--- config.mk ---
export PLATFORM = sky130hd
export DESIGN_NAME = dram_refresh_gen_flat
export DESIGN_NICKNAME = d
export VERILOG_FILES = /design/src/rtl/dram_refresh_gen_pkg.sv /design/src/rtl/dram_refresh_gen_if.sv /design/src/rtl/dram_refresh_gen_timer.sv /design/src/rtl/dram_refresh_gen.sv /design/src/flat_wrapper.sv
export SDC_FILE = /design/constraint.sdc
export NUM_CORES = 1
export LEC_CHECK = 0
export CORE_MARGIN = 2
export CORE_UTILIZATION = 45
export CTS_BUF_LIST = sky130_fd_sc_hd__clkbuf_16
export DETAILED_ROUTE_END_ITERATION = 12
export GPL_ROUTABILITY_DRIVEN = 0
export PLACE_DENSITY = 0.74
export SYNTH_ARGS = -nofsm -noshare
export SYNTH_HDL_FRONTEND = slang
export SYNTH_SLANG_ARGS = --single-unit
--- constraint.sdc ---
create_clock -name clk -period 2.7 [get_ports clk]
set_input_delay 0.54 -clock clk [delete_from_list [all_inputs] [get_ports clk]]
set_output_delay 0.54 -clock clk [all_outputs]
set_load 0.05 [all_outputs]
--- src/rtl/dram_refresh_gen_pkg.sv ---
// Shared definitions for the DRAM refresh generator.
//   ROW_W       : width of the refresh row address (128 rows)
//   PEND_W      : width of the pending-refresh counter
//   ref_state_t : refresh sequencer states
package dram_pkg;
  localparam int ROW_W  = 7;
  localparam int PEND_W = 3;

  typedef enum logic [1:0] {
    IDLE  = 2'd0,
    REQ   = 2'd1,
    DRIVE = 2'd2,
    DONE  = 2'd3
  } ref_state_t;
endpackage

--- src/rtl/dram_refresh_gen_if.sv ---
// Refresh generator <-> DRAM arbiter / FILL stage bundle.
//   refen  : refresh enable (arbiter side drives)
//   refack : one-cycle grant pulse (arbiter side drives)
//   refreq : refresh request (generator drives)
//   a      : refresh row address, a[0] = A_0 ... a[6] = A_6
//   enab   : FILL drive enable
//   pend   : pending-count status, pend[0] = PEND_0 ... pend[2] = PEND_2
// Handshake: refreq is held high until either a refack pulse is sampled
// (grant taken, refreq drops the next cycle) or refen is sampled low
// (request withdrawn). refack while refreq is low is ignored.
interface dram_refresh_gen_if;
  logic                       refen;
  logic                       refack;
  logic                       refreq;
  logic [dram_pkg::ROW_W-1:0]  a;
  logic                       enab;
  logic [dram_pkg::PEND_W-1:0] pend;

  modport master (
    input  refen, refack,
    output refreq, a, enab, pend
  );

  modport slave (
    output refen, refack,
    input  refreq, a, enab, pend
  );
endinterface

--- src/rtl/dram_refresh_gen_timer.sv ---
// Free-running refresh interval timer.
//   clk  : system clock
//   rst  : asynchronous active-high reset (loads PERIOD-1)
//   en   : count enable; low freezes the timer
//   tick : high for the cycle in which the timer sits at 0 while enabled;
//          consecutive ticks are exactly PERIOD enabled clocks apart
module dram_refresh_timer #(
  parameter int PERIOD = 256
) (
  input  logic clk,
  input  logic rst,
  input  logic en,
  output logic tick
);
  localparam int TW = $clog2(PERIOD);
  localparam logic [TW-1:0] RELOAD = TW'(PERIOD - 1);

  logic [TW-1:0] timer;

  assign tick = en && (timer == '0);

  always_ff @(posedge clk or posedge rst) begin
    if (rst) begin
      timer <= RELOAD;
    end else if (en) begin
      timer <= (timer == '0) ? RELOAD : timer - 1'b1;
    end
  end
endmodule

--- src/rtl/dram_refresh_gen.sv ---
// DRAM refresh generator: interval timer, saturating pending counter,
// request/grant sequencer and 7-bit refresh row counter for FILL.
//   clk       : system clock, all state on rising edge
//   rst       : asynchronous active-high reset
//   bus       : dram_refresh_gen_if.master (refen, refack in; refreq, a,
//               enab, pend out)
//   state_dbg : current sequencer state
// Build option: define REFRESH_BURST_EN to let one grant flush every
// pending row back-to-back (enab drops for one clock between rows).
module dram_refresh_gen
  import dram_pkg::*;
#(
  parameter int PERIOD   = 256,
  parameter int ENAB_CYC = 3,
  parameter int MAX_PEND = 3
) (
  input  logic               clk,
  input  logic               rst,
  dram_refresh_gen_if.master bus,
  output ref_state_t         state_dbg
);
  localparam int CNT_W = (ENAB_CYC > 1) ? $clog2(ENAB_CYC) : 1;
  localparam logic [CNT_W-1:0]  CNT_LAST = CNT_W'(ENAB_CYC - 1);
  localparam logic [PEND_W-1:0] PEND_MAX = PEND_W'(MAX_PEND);

`ifdef REFRESH_BURST_EN
  localparam bit BURST = 1'b1;
`else
  localparam bit BURST = 1'b0;
`endif

  ref_state_t        state, state_n;
  logic [CNT_W-1:0]  cnt, cnt_n;
  logic [ROW_W-1:0]  row;
  logic [PEND_W-1:0] pend, pend_n;
  logic              refreq_q, enab_q;
  logic              tick;
  logic              row_done;

  dram_refresh_timer #(.PERIOD(PERIOD)) u_timer (
    .clk  (clk),
    .rst  (rst),
    .en   (bus.refen),
    .tick (tick)
  );

  assign row_done = (state == DONE);

  // A tick and a completion in the same cycle cancel, even at saturation;
  // otherwise a tick at MAX_PEND is simply lost.
  always_comb begin
    pend_n = pend;
    if (row_done && !tick) begin
      pend_n = pend - 1'b1;
    end else if (!row_done && tick && (pend != PEND_MAX)) begin
      pend_n = pend + 1'b1;
    end
  end

  always_comb begin
    state_n = state;
    cnt_n   = cnt;
    case (state)
      IDLE: begin
        if ((pend != '0) && bus.refen) state_n = REQ;
      end
      REQ: begin
        // A grant already issued wins over a same-cycle refen drop.
        if (bus.refack) begin
          state_n = DRIVE;
          cnt_n   = '0;
        end else if (!bus.refen) begin
          state_n = IDLE;
        end
      end
      DRIVE: begin
        // refen is deliberately not looked at: a started row always finishes.
        if (cnt == CNT_LAST) state_n = DONE;
        else                 cnt_n   = cnt + 1'b1;
      end
      DONE: begin
        state_n = IDLE;
        if (BURST && (pend_n != '0) && bus.refen) begin
          state_n = DRIVE;
          cnt_n   = '0;
        end
      end
      default: state_n = IDLE;
    endcase
  end

  always_ff @(posedge clk or posedge rst) begin
    if (rst) begin
      state <= IDLE;
      cnt   <= '0;
    end else begin
      state <= state_n;
      cnt   <= cnt_n;
    end
  end

  // refreq/enab are registered from the next state so they switch on the
  // same edge as the state itself and never glitch; they are mutually
  // exclusive because the state is.
  always_ff @(posedge clk or posedge rst) begin
    if (rst) begin
      row      <= '0;
      pend     <= '0;
      refreq_q <= 1'b0;
      enab_q   <= 1'b0;
    end else begin
      pend     <= pend_n;
      refreq_q <= (state_n == REQ);
      enab_q   <= (state_n == DRIVE);
      if (row_done) row <= row + 1'b1;
    end
  end

  assign bus.refreq = refreq_q;
  assign bus.enab   = enab_q;
  assign bus.a      = row;
  assign bus.pend   = pend;
  assign state_dbg  = state;
endmodule

--- src/flat_wrapper.sv ---
// flat-port wrapper written by rule: the top's interface ports become plain ports
module dram_refresh_gen_flat import dram_pkg::*;
#(
  parameter int PERIOD   = 256,
  parameter int ENAB_CYC = 3,
  parameter int MAX_PEND = 3
)
  (clk, rst, state_dbg, bus_refen, bus_refack, bus_refreq, bus_a, bus_enab, bus_pend);
  dram_refresh_gen_if bus_i ();
  input  logic clk;
  input  logic rst;
  output ref_state_t state_dbg;
  input wire logic [$bits(bus_i.refen)-1:0] bus_refen;
  input wire logic [$bits(bus_i.refack)-1:0] bus_refack;
  output wire logic [$bits(bus_i.refreq)-1:0] bus_refreq;
  output wire logic [$bits(bus_i.a)-1:0] bus_a;
  output wire logic [$bits(bus_i.enab)-1:0] bus_enab;
  output wire logic [$bits(bus_i.pend)-1:0] bus_pend;
  assign bus_i.refen = bus_refen;
  assign bus_i.refack = bus_refack;
  assign bus_refreq = bus_i.refreq;
  assign bus_a = bus_i.a;
  assign bus_enab = bus_i.enab;
  assign bus_pend = bus_i.pend;
  dram_refresh_gen #(.PERIOD(PERIOD), .ENAB_CYC(ENAB_CYC), .MAX_PEND(MAX_PEND)) u_core (.clk(clk), .rst(rst), .bus(bus_i), .state_dbg(state_dbg));
endmodule
==> impl_metrics.tcl <==
set metrics [dict create \
    fin_setup_tns_ns 0 \
    synth-async-reset-ratio 1.000 \
    hold_path.class "reg2reg" \
    cts-buffers-inserted 3 \
    synth_cell_types 36 \
    cts_tree "built" \
    first_global_vias 892 \
    min_to "u_core.bus.a[6]" \
    die-area_um2 3084 \
    synth_largest_area_cell "dfrtp_1" \
    port_buffers 17 \
    start_util 0.4780 \
    setup_viol 0 \
    pre_cts_slack_ns 0.2837 \
    cts_sinks 24 \
    synth_edf_count 0 \
    dieWidth_um 55.53 \
    tightestPinTransition_ns 0.7594 \
    fmax_mhz 447.9 \
    io_pins 18 \
    dr.pass1.iters 4 \
    peakVddDrop_mv 0.7215 \
    antenna_found_initial 0 \
    hold_buffers 0 \
    rsz0062_at_grt "false" \
    cts-root-buf "clkbuf_16" \
    yosys.area_share.simple 0.2052 \
    netlist_area_um2 1195 \
    final.min_clock_period_ns 2.233 \
    synth_top_family_by_area "simple AND/OR/NAND/NOR gates" \
    whs_path_depth 1 \
    synthMuxAreaShare 0.02618 \
    dp_hpwl_um 1598 \
    rows 18 \
    clock_skew_ns 0.001483 \
    nNetsFinal 144 \
    cts.path.max_buffers 2 \
    synth_area_leaders "dfrtp_1, dfstp_2, xnor2_1" \
    worstPathArrival_ns 2.41 \
    synth_nets 121 \
    ys_seq_area_frac 0.5110 \
    timing.rr.end "u_core.bus.pend[2]" \
    overflow 0 \
    synth_commonest_cells "dfrtp_1, nand2_1, xnor2_1" \
    crit_type "reg2reg" \
    grt_pass1_wl_um 4029 \
    p_per_area_nw_per_um2 1248 \
    cp.required_ns 2.88 \
    postCtsSetupBuffers 0 \
    relSlewSlack 0.4932 \
    r2r_start "u_core.u_timer.timer[0]" \
    grt_use_total 0.1706 \
    core_area_um2 2500 \
    viasPerCell 5.280 \
    yosys.area_share.xor_xnor 0.08063 \
    fillers 204 \
    die_height_um 55.53 \
    ff2ff_setup_slack_ns 0.47 \
    post_drt_wl_per_cell_um 13.17 \
    hp-start "u_core.bus.a[6]" \
    p_leak_nw 0.6446 \
    drv_cap 0 \
    synth_compound_area_frac 0.08901 \
    ant_nets 0 \
    drt-total-wl_um 2160 \
    cts_max_level 1 \
    syn_inst 112 \
    clkTransAtPathRegs_ns 0.06 \
    antenna_cells 0 \
    setup_ws_ns 0.4674 \
    vias 866 \
    cp-start-kind "flop" \
    period_share 0.8269 \
    drcViolationCount 0 \
    reg2reg_depth 10 \
    hold_violations 0 \
    drive_gt1_frac 0.1343 \
    synth_fa_ha_area_frac 0.05864 \
    initialDrtViolationCount 9 \
    clk_latency_ns 0.25 \
    synth_seq_cells 24 \
    synth_warnings 0 \
    grt_max_degree 22 \
    critPathCaptureType "flop" \
    synthToLayoutAreaGrowth_pct 24.82 \
    cts_resized 0 \
    path_max_fanout 5 \
    outcome "finished clean" \
    drv_slew 0 \
    avgSynthCellArea_um2 10.67 \
    synth.top_cell.area_share 0.3351 \
    synthFlopType "dfrtp_1" \
]
-- power by group --
| group | total [W] | switching, W | internal, W |
|---|---|---|---|
| logic | 0.000819 | 0.000502 | 0.000317 |
| clock network | 0.000315 | 0.000118 | 0.000198 |
| registers | 0.000726 | 0.000173 | 0.000554 |
-- flip-flops by register name, indices dropped and copies added (netlist names) --
name,cells
u_core.bus.a,7
u_core.bus.enab,1
u_core.bus.pend,3
u_core.bus.refreq,1
u_core.cnt,2
u_core.state_dbg,2
u_core.u_timer.timer,8
-- metrics by stage --
step	area (um2)	util	hold slack [ns]	cells	power, W
6_report	1491	0.5966	0.4704	164	0.001861
5_1_grt	1491	0.5966	0.4943	164	0.002011
3_3_place_gp	1413	0.5651	0.4624	160	0.001519
3_5_place_dp	1413	0.5651	0.4696	160	0.001552
4_1_cts	1491	0.5966	0.4774	164	0.001879
2_1_floorplan	1195	-	0.4623	112	0.001294
-- metal layers --
layer | vias to the layer above | share of wire | global-route usage
met3 | 6 | 0.043 | 0.04918
met1 | 413 | 0.44 | 0.2018
met5 | - | 0 | 0
li1 | 428 | - | -
met4 | 0 | 0.023 | 0.09059
met2 | 19 | 0.49 | 0.2789
-- worst max path at each step --
stage / start / to / slack, ns
detailed placement: bus_refen / u_core.bus.pend[2] / 0.28
CTS: u_core.u_timer.timer[0] / u_core.bus.pend[2] / 0.45
global route: u_core.u_timer.timer[0] / u_core.bus.pend[2] / 0.28
floorplan: u_core.u_timer.timer[0] / u_core.bus.pend[2] / 0.64
global placement: bus_refen / u_core.bus.pend[2] / 0.38
finish: u_core.u_timer.timer[0] / u_core.bus.pend[2] / 0.47
-- cells in the final DEF (no fill, tap or decap), drive strengths merged, types with 2 or more instances in the layout --
cell,count
o22ai,2
xor2,2
ha,4
nor3b,2
nor2,7
nand3b,2
mux2i,2
xnor2,9
clkbuf,3
clkdlybuf4s50,17
or2,2
dfstp,8
buf,2
nor3,2
nand3,3
inv,8
nand2,16
a21oi,5
o21ai,6
dfrtp,16
-- cell type report --
cell class,count,area [um2],area share
Multi-Input combinational cell,79,549.3,0.3683
Timing Repair Buffer,19,185.2,0.1242
Clock inverter,1,3.754,0.002517
Clock buffer,3,75.07,0.05034
Sequential cell,24,610.6,0.4094
Inverter,8,30.03,0.02013
Tap cell,30,37.54,0.02517
-- critical path, cell delays in order (launching register included) --
cell and delay, ns:
dfstp_2 0.56, inv_1 0.07, ha_1 0.21, nand4bb_2 0.16, nor2_1 0.07, nand2_1 0.11
nand2_1 0.08, fa_1 0.39, nand3b_1 0.16, mux2i_1 0.17, xor2_1 0.17
-- cells by family after synthesis --
logic type	count (synthesis)
AO/OA/AOI/OAI	18
adder cells (fa/ha/maj)	5
XOR/XNOR	11
flip-flops	24
multiplexers	3
AND/OR/NAND/NOR	42
buffers and inverters	9
Power figures use the tool's default switching activity.
